`config.mk`:
```
export PLATFORM = sky130hd
export DESIGN_NAME = chip8_mem_arbiter
export DESIGN_NICKNAME = d
export VERILOG_FILES = /design/src/rtl/chip8_mem_arbiter.sv
export SDC_FILE = /design/constraint.sdc
export NUM_CORES = 1
export LEC_CHECK = 0
export CAP_MARGIN = 20
export CORE_ASPECT_RATIO = 1.1
export CORE_MARGIN = 2
export CORE_UTILIZATION = 35
export DETAILED_ROUTE_END_ITERATION = 8
export PLACE_DENSITY = 0.69
export SETUP_SLACK_MARGIN = 0.2
export SLEW_MARGIN = 15
export SYNTH_ARGS = -nofsm -noshare
export SYNTH_HDL_FRONTEND = slang
export SYNTH_SLANG_ARGS = --single-unit
export TNS_END_PERCENT = 50
```
`constraint.sdc`:
```
create_clock -name clk -period 2.3 [get_ports clk]
set_input_delay 0.23 -clock clk [delete_from_list [all_inputs] [get_ports clk]]
set_output_delay 0.23 -clock clk [all_outputs]
set_load 0.005 [all_outputs]
```
`src/rtl/chip8_mem_arbiter.sv`:
```
// Three-way round-robin read arbiter and burst sequencer for the CHIP-8 byte memory.
// Walks a granted burst one byte per cycle and returns registered, id-tagged beats.
module chip8_mem_arbiter #(
  parameter int AW = 12,
  parameter int DW = 8,
  parameter int LW = 5
) (
  input  logic             clk,
  input  logic             rst_n,
  input  logic [2:0]       req,
  input  logic [3*AW-1:0]  req_addr,
  input  logic [3*LW-1:0]  req_len,
  output logic [2:0]       gnt,
  output logic             busy,
  output logic [AW-1:0]    mem_addr,
  input  logic [DW-1:0]    mem_data,
  output logic             rd_valid,
  output logic [DW-1:0]    rd_data,
  output logic [1:0]       rd_id,
  output logic             rd_last
);

  typedef enum logic {IDLE, BURST} state_t;

  state_t          state, state_nxt;
  logic [1:0]      rr_last;
  logic [1:0]      owner;
  logic [LW-1:0]   cnt;

  logic [1:0]      cand0, cand1, cand2, win;
  logic [AW-1:0]   win_addr;
  logic [LW-1:0]   win_len;
  logic            grant, beat;

  function automatic logic [1:0] next_idx(input logic [1:0] i);
    return (i == 2'd2) ? 2'd0 : i + 2'd1;
  endfunction

  // Lengths above 16 saturate to a full 16-byte burst.
  function automatic logic [LW-1:0] clamp_len(input logic [LW-1:0] len);
    if (len > LW'(16)) return LW'(16);
    return len;
  endfunction

  always_comb begin
    cand0 = next_idx(rr_last);
    cand1 = next_idx(cand0);
    cand2 = next_idx(cand1);
    if (req[cand0])      win = cand0;
    else if (req[cand1]) win = cand1;
    else                 win = cand2;
    win_addr = req_addr[win*AW +: AW];
    win_len  = clamp_len(req_len[win*LW +: LW]);
  end

  always_comb begin
    state_nxt = state;
    grant     = 1'b0;
    beat      = 1'b0;
    case (state)
      IDLE: begin
        if (|req) begin
          grant = 1'b1;
          if (win_len != '0) state_nxt = BURST;
        end
      end
      BURST: begin
        beat = 1'b1;
        if (cnt == LW'(1)) state_nxt = IDLE;
      end
    endcase
  end

  always_ff @(posedge clk) begin
    if (!rst_n) state <= IDLE;
    else        state <= state_nxt;
  end

  assign busy = (state == BURST);

  // Address stage drives mem_addr; the read stage captures mem_data one cycle later.
  always_ff @(posedge clk) begin
    if (!rst_n) begin
      rr_last  <= 2'd2;
      owner    <= 2'd0;
      cnt      <= '0;
      gnt      <= '0;
      mem_addr <= '0;
      rd_valid <= 1'b0;
      rd_data  <= '0;
      rd_id    <= 2'd0;
      rd_last  <= 1'b0;
    end else begin
      gnt      <= '0;
      rd_valid <= beat;
      rd_last  <= beat && (cnt == LW'(1));
      if (grant) begin
        gnt     <= 3'b001 << win;
        rr_last <= win;
        owner   <= win;
        cnt     <= win_len;
        if (win_len != '0) mem_addr <= win_addr;
      end
      if (beat) begin
        rd_data <= mem_data;
        rd_id   <= owner;
        cnt     <= cnt - LW'(1);
        if (cnt != LW'(1)) mem_addr <= mem_addr + AW'(1);
      end
    end
  end

endmodule

```
==> results of run 1 <==
## flip-flops by register name (all words and copies together) (netlist names)
signal and cells:
rd_valid 1, rd_id 2, busy 1, rr_last 2
rd_data 8, rd_last 1, cnt 5, mem_addr 12
owner 1, gnt 3
## layer usage
metal | part of all wire | track usage | vias up
met2 | 0.50 | 0.348 | 77
met4 | 0.010 | 0.0542 | 0
met1 | 0.43 | 0.234 | 1011
li1 | - | - | 1115
met3 | 0.052 | 0.0330 | 8
met5 | 0 | 0 | -
## metrics by stage
stage                     power (W)  utilization  std cells  setup slack, ns  cell area (sq um)
after global routing        0.00213        0.588        437          0.00731               3410
after global placement      0.00154        0.558        426           -0.242               3240
after detailed placement    0.00155        0.558        426           -0.283               3240
after CTS                   0.00200        0.581        435           0.0878               3370
after floorplan             0.00118            -        246            0.229               2100
final                       0.00200        0.588        437            0.156               3410
## how the worst max path moves through the flow
| stage | end | slack [ns] | startpoint |
|---|---|---|---|
| after floorplan | mem_addr[10] | 0.23 | rr_last[0] |
| after global placement | mem_addr[9] | -0.24 | req[1] |
| after detailed placement | mem_addr[10] | -0.28 | req[2] |
| after CTS | mem_addr[4] | 0.09 | req[1] |
| after global routing | mem_addr[0] | 0.007 | rr_last[0] |
| final | mem_addr[4] | 0.16 | rr_last[0] |
## cell families (layout without fill, tap and decap cells)
logic type      after synthesis  in the layout  share of synthesized area
compound gates               64             64                      0.250
xor+xnor                      1              1                    0.00416
fa+ha+maj                     3              3                     0.0178
buf+inv                      17            131                     0.0464
flops                        36             36                      0.343
mux                          18             18                     0.0857
simple gates                107            107                      0.253
## power groups by stage
stage | Sequential, W | Clock (W) | Combinational [W]
finish | 0.000775 | 0.000423 | 0.000798
CTS | 0.000773 | 0.000436 | 0.000789
detailed placement | 0.000785 | 0 | 0.000765
floorplan | 0.000780 | 0 | 0.000396
global route | 0.000789 | 0.000469 | 0.000872
global placement | 0.000784 | 0 | 0.000756
## worst max-delay path: cells and delay by family (launching register included)
family	cells	cell delay, ns
buffers and inverters	2	0.30
AO/OA/AOI/OAI	5	0.83
flip-flops	1	0.38
AND/OR/NAND/NOR	2	0.42
multiplexers	1	0.16
## synthesized netlist by cell type, drive strengths merged (3+ instances only)
master / count / area share
mux2i: 18 / 0.086
a221oi: 3 / 0.015
and2: 4 / 0.013
nor2: 33 / 0.059
o211ai: 3 / 0.013
nand3: 9 / 0.021
nor2b: 12 / 0.037
a211oi: 5 / 0.020
and3: 5 / 0.015
clkbuf: 6 / 0.011
o21a: 3 / 0.011
o31a: 4 / 0.017
nor3: 4 / 0.0095
a21oi: 9 / 0.030
buf: 7 / 0.029
dfxtp: 36 / 0.34
o21ai: 13 / 0.036
ha: 3 / 0.018
inv: 4 / 0.0071
a31oi: 8 / 0.024
and4: 3 / 0.012
nand2: 26 / 0.048
or2: 3 / 0.0089
## layout make-up
type,instances,share of cell area
sequential,36,0.212
tap,77,0.0282
timing repair buffer,120,0.338
inverter,4,0.00440
clock inverter,1,0.00147
clock buffer,6,0.0213
multi-input combinational,193,0.394
## what timing repair did
item,4_1_cts,5_1_grt
setup endpoints to repair,13,16
pin swaps,7,5
cloned,0,0
hold endpoints to repair,0,0
setup buffers,2,2
gates resized for setup,10,5
==> results.toml, run 1 <==
[worst_setup_path]
r2r_slack_ns = 0.16
r2r-start = "rr_last[0]"
start_kind = "register"
cpPeakStageDelay_ns = 0.38
crit_fanout = 13
crit_path_end_kind = "register"
worst_ep_arrival_time_ns = 2.37
ff2ff_path_depth = 10
slowest_stage = "dfxtp_4"
worstPathCellList = "nor3b_4 > o21bai_4 > and2_4 > mux2i_2 > o211ai_1 > o21ai_2 > buf_12 > buf_4 > a211o_1 > a21oi_2"
r2r-end = "mem_addr[4]"
required_ns = 2.52
path_class = "reg -> reg"

[timing]
maxSlewViolCount = 0
hold_violations = 0
grt_setup_unrepaired = "true"
finalCritPeriodShare = 0.932
worst_pin_slew_ns = 0.478
holdWs_ns = 0.518
tns_ns = 0
finalSetupViolCount = 0
skew_ns = 0.00654
relSlewSlack = 0.678
min_period_ns = 2.14
max_freq_ghz = 0.466

[finish]
layout_commonest_cell = "clkdlybuf4s50_1"
multi_input_area_sq_mm = 0.00135
nets = 427
num_antenna_cells = 0
area_growth_pct = 62.3
regArea_sq_um = 724
final_cell_mix = "88 x clkdlybuf4s50_1, 35 x dfxtp_1, 32 x nor2_1"
drive_gt1_frac = 0.178
nFillCells = 526

[power_and_ir_drop]
p_leak_nw = 1.36
swShare = 0.312
clock_power_share = 0.212
power.switching_w = 0.000623
comb_power_share = 0.400
vdd_drop_max_mv = 0.262
power.density_mw_per_mm2 = 585
p_int_w = 0.00137
p_seq_frac = 0.389

[floorplanning]
die_area_sq_mm = 0.00665
die_h_microns = 85.3
placementRows = 29
die_x_microns = 77.9
ios = 92
start_util = 0.362
core_sq_mm = 0.00581

[global_routing]
gr-total-overflow = 0
grt_pass1_wl_mm = 10.4
grt_usage = 0.193
antenna_found_initial = 0
grt_max_degree = 21
grt_pass1_vias = 2168

[detailed_routing]
firstDrtPassIters = 4
wl_per_cell_microns = 13.9
viasPerCell = 5.06
drt_wl_total_mm = 6.07
drtIter0Drc = 74
num_vias = 2211
ant_nets = 0
drcViolationCount = 0

[status]
status = "finished clean"

[min_path]
hold_class = "reg -> reg"
worstHoldEndpoint = "rd_id[1]"
hold_start = "rd_id[1]"
hold_depth = 2

[logic_synthesis]
synth_edf_count = 0
ys_warn_count = 0
synth_cell_types = 55
synth_area_sq_mm = 0.00210
synth_seq_cells = 36
synth_nets = 313
async_flop_share = 0
seq_area_frac_synth = 0.343
avgSynthCellArea_sq_um = 8.55
synthCells = 246
synth_ff_type = "dfxtp_1"

[placement]
port_buffers = 91
dp_hpwl_mm = 4.61
place.gp.congestion = 0.833

[clock_network]
clkTransAtPathRegs_ns = 0.07
clock_latency_ns = 0.29
htree_levels = 2
clock_path_buffers = 2
cts_buffers = 5
cts_tree = "built"
cts_hold_buffers = 0
clkSinkCount = 36
root_buffer = "clkbuf_8"

[job]
cap_violations = 0
No activity file was read; power rests on OpenSTA's default activity.
==> run 2: changes to the inputs <==
Settings changed: CELL_PAD_IN_SITES_DETAIL_PLACEMENT set to 0, CELL_PAD_IN_SITES_GLOBAL_PLACEMENT set to 2, CORE_UTILIZATION 35 to 23, PLACE_DENSITY 0.69 to 0.8.
Clock period 2.3 ns to 2.03 ns, I/O delays scaled along.
==> run 2 against run 1 <==
Net effect:
- critical path type unchanged
- sequential share of layout area is 1.1 points lower
- via count rose by 1.3%
- core utilization fell by 18 points
- hold slack got worse by 0.0023 ns
- the run now ends with setup timing left
==> results.toml, run 2 (synthesis results as in run 1) <==
[status]
status = "finished with violations"
violations = "setup timing"

[placement]
pre_cts_slack_ns = -0.634
port_buffers = 91
dp_cells = 469
place.gp.congestion = 0.819
dp_hpwl_mm = 5.08

[timing]
skew_ns = 0.00284
setup_ws_ns = -0.190
tns_ns = -1.70
grt_setup_unrepaired = "true"
worst_pin_slew_ns = 0.316
hold_violations = 0
max_freq_ghz = 0.450
finalSetupViolCount = 12
min_period_ns = 2.22
relSlewSlack = 0.789
holdWs_ns = 0.516
finalCritPeriodShare = 1.09
maxSlewViolCount = 0

[floorplanning]
core_sq_mm = 0.00887
ios = 92
placementRows = 36
die_area_sq_mm = 0.00993
die_h_microns = 104
start_util = 0.237
die_x_microns = 95.2

[clock_network]
clock_path_buffers = 2
cts_buffers = 5
htree_levels = 2
cts_tree = "built"
clock_latency_ns = 0.28
clkTransAtPathRegs_ns = 0.07
clkSinkCount = 36
root_buffer = "clkbuf_8"

[worst_setup_path]
r2r-start = "rr_last[1]"
crit_path_end_kind = "register"
worst_ep_arrival_time_ns = 2.43
required_ns = 2.24
crit_fanout = 7
start_kind = "register"
r2r_slack_ns = -0.19
path_class = "reg -> reg"
r2r-end = "mem_addr[5]"
ff2ff_path_depth = 10

[finish]
area_growth_pct = 72.3
final_cell_mix = "88 x clkdlybuf4s50_1, 36 x buf_4, 32 x dfxtp_1"
nFillCells = 916
nets = 439
layoutNonFillerInstCount = 487
num_antenna_cells = 0
layout_commonest_cell = "clkdlybuf4s50_1"
multi_input_area_sq_mm = 0.00138
top_register = "mem_addr"
regArea_sq_um = 731
largest_reg_flops = 12
reg_top3 = "mem_addr: 12 flops, rd_data: 8 flops, cnt: 5 flops"
drive_gt1_frac = 0.241

[global_routing]
antenna_found_initial = 0
grt_pass1_vias = 2245
grt_max_degree = 32
grt_pass1_wl_mm = 10.7
grt_usage = 0.138
gr-total-overflow = 0

[detailed_routing]
wl_per_cell_microns = 13.6
drcViolationCount = 0
drtIter0Drc = 47
ant_nets = 0
firstDrtPassIters = 4
viasPerCell = 4.60
drt_wl_total_mm = 6.64
num_vias = 2239

[job]
cap_violations = 0

[power_and_ir_drop]
power.density_mw_per_mm2 = 662
p_leak_nw = 1.44
power_w = 0.00240
vdd_drop_max_mv = 0.215

[min_path]
hold_depth = 2
hold_start = "rd_data[1]"
worstHoldEndpoint = "rd_data[1]"
hold_class = "reg -> reg"
==> run 2: changes by cell type in the layout (fill, tap and decap cells not counted), moves of 2 or more <==
| cell | change |
|---|---|
| buf_4 | +9 |
| buf_6 | +2 |
| dfxtp_1 | -3 |
| dfxtp_2 | +2 |
| o21ai_0 | -2 |
==> run 2: how the worst max path moves through the flow <==
stage	to	cells past startpoint	start
2_1_floorplan	mem_addr[2]	8	rr_last[0]
3_3_place_gp	mem_addr[2]	10	req[1]
3_5_place_dp	mem_addr[9]	10	req[1]
4_1_cts	mem_addr[2]	10	rr_last[0]
5_1_grt	mem_addr[5]	10	rr_last[0]
6_report	mem_addr[5]	10	rr_last[1]
==> run 2: worst max-delay path, cell delays in order (launching register included) <==
cell and delay, ns:
dfxtp_4 0.36, nand2b_2 0.21, a2bb2oi_4 0.17, and4_4 0.20
a221oi_2 0.22, o211ai_1 0.19, o21ai_2 0.26, buf_6 0.15
buf_16 0.11, o21ai_1 0.08, a211oi_2 0.20
==> run 2: area by class of cell <==
| type | instances | share of cell area |
|---|---|---|
| Timing Repair Buffer | 132 | 0.350 |
| Clock inverter | 2 | 0.00276 |
| Clock buffer | 6 | 0.0228 |
| Sequential cell | 36 | 0.202 |
| Multi-Input combinational cell | 193 | 0.380 |
| Tap cell | 114 | 0.0394 |
| Inverter | 4 | 0.00414 |
==> run 2: power breakdown <==
group,internal [W],leakage [nW],switching [W],total [W]
Sequential,0.000798,0.299,0.0000819,0.000880
Clock,0.000271,0.0510,0.000254,0.000525
Combinational,0.000587,1.09,0.000409,0.000996
Total,0.00166,1.44,0.000745,0.00240
==> run 2: routing by layer <==
metal / vias up / global-route usage / part of all wire
met5: - / 0 / 0
met4: 0 / 0.0280 / 0.0063
met2: 59 / 0.252 / 0.52
met3: 4 / 0.0384 / 0.062
li1: 1140 / - / -
met1: 1036 / 0.155 / 0.41
==> run 2: metrics by stage <==
stage          utilization  instance area [sq um]
4_1_cts              0.401                   3560
6_report             0.408                   3620
5_1_grt              0.408                   3620
3_5_place_dp         0.380                   3370
2_1_floorplan            -                   2150
3_3_place_gp         0.380                   3370
==> run 2: timing repair <==
item / 4_1_cts / 5_1_grt
setup buffers: 4 / 5
cloned: 1 / 0
pin swaps: 6 / 7
resized for setup: 15 / 11
setup endpoints to repair: 18 / 20
hold buffers: 0 / 0
==> run 3: changes to the inputs <==
Settings changed: SLEW_MARGIN 15 to 20.
==> results of run 3 <==
Same layout as run 2: the final DEF is identical, and so are final timing and power.
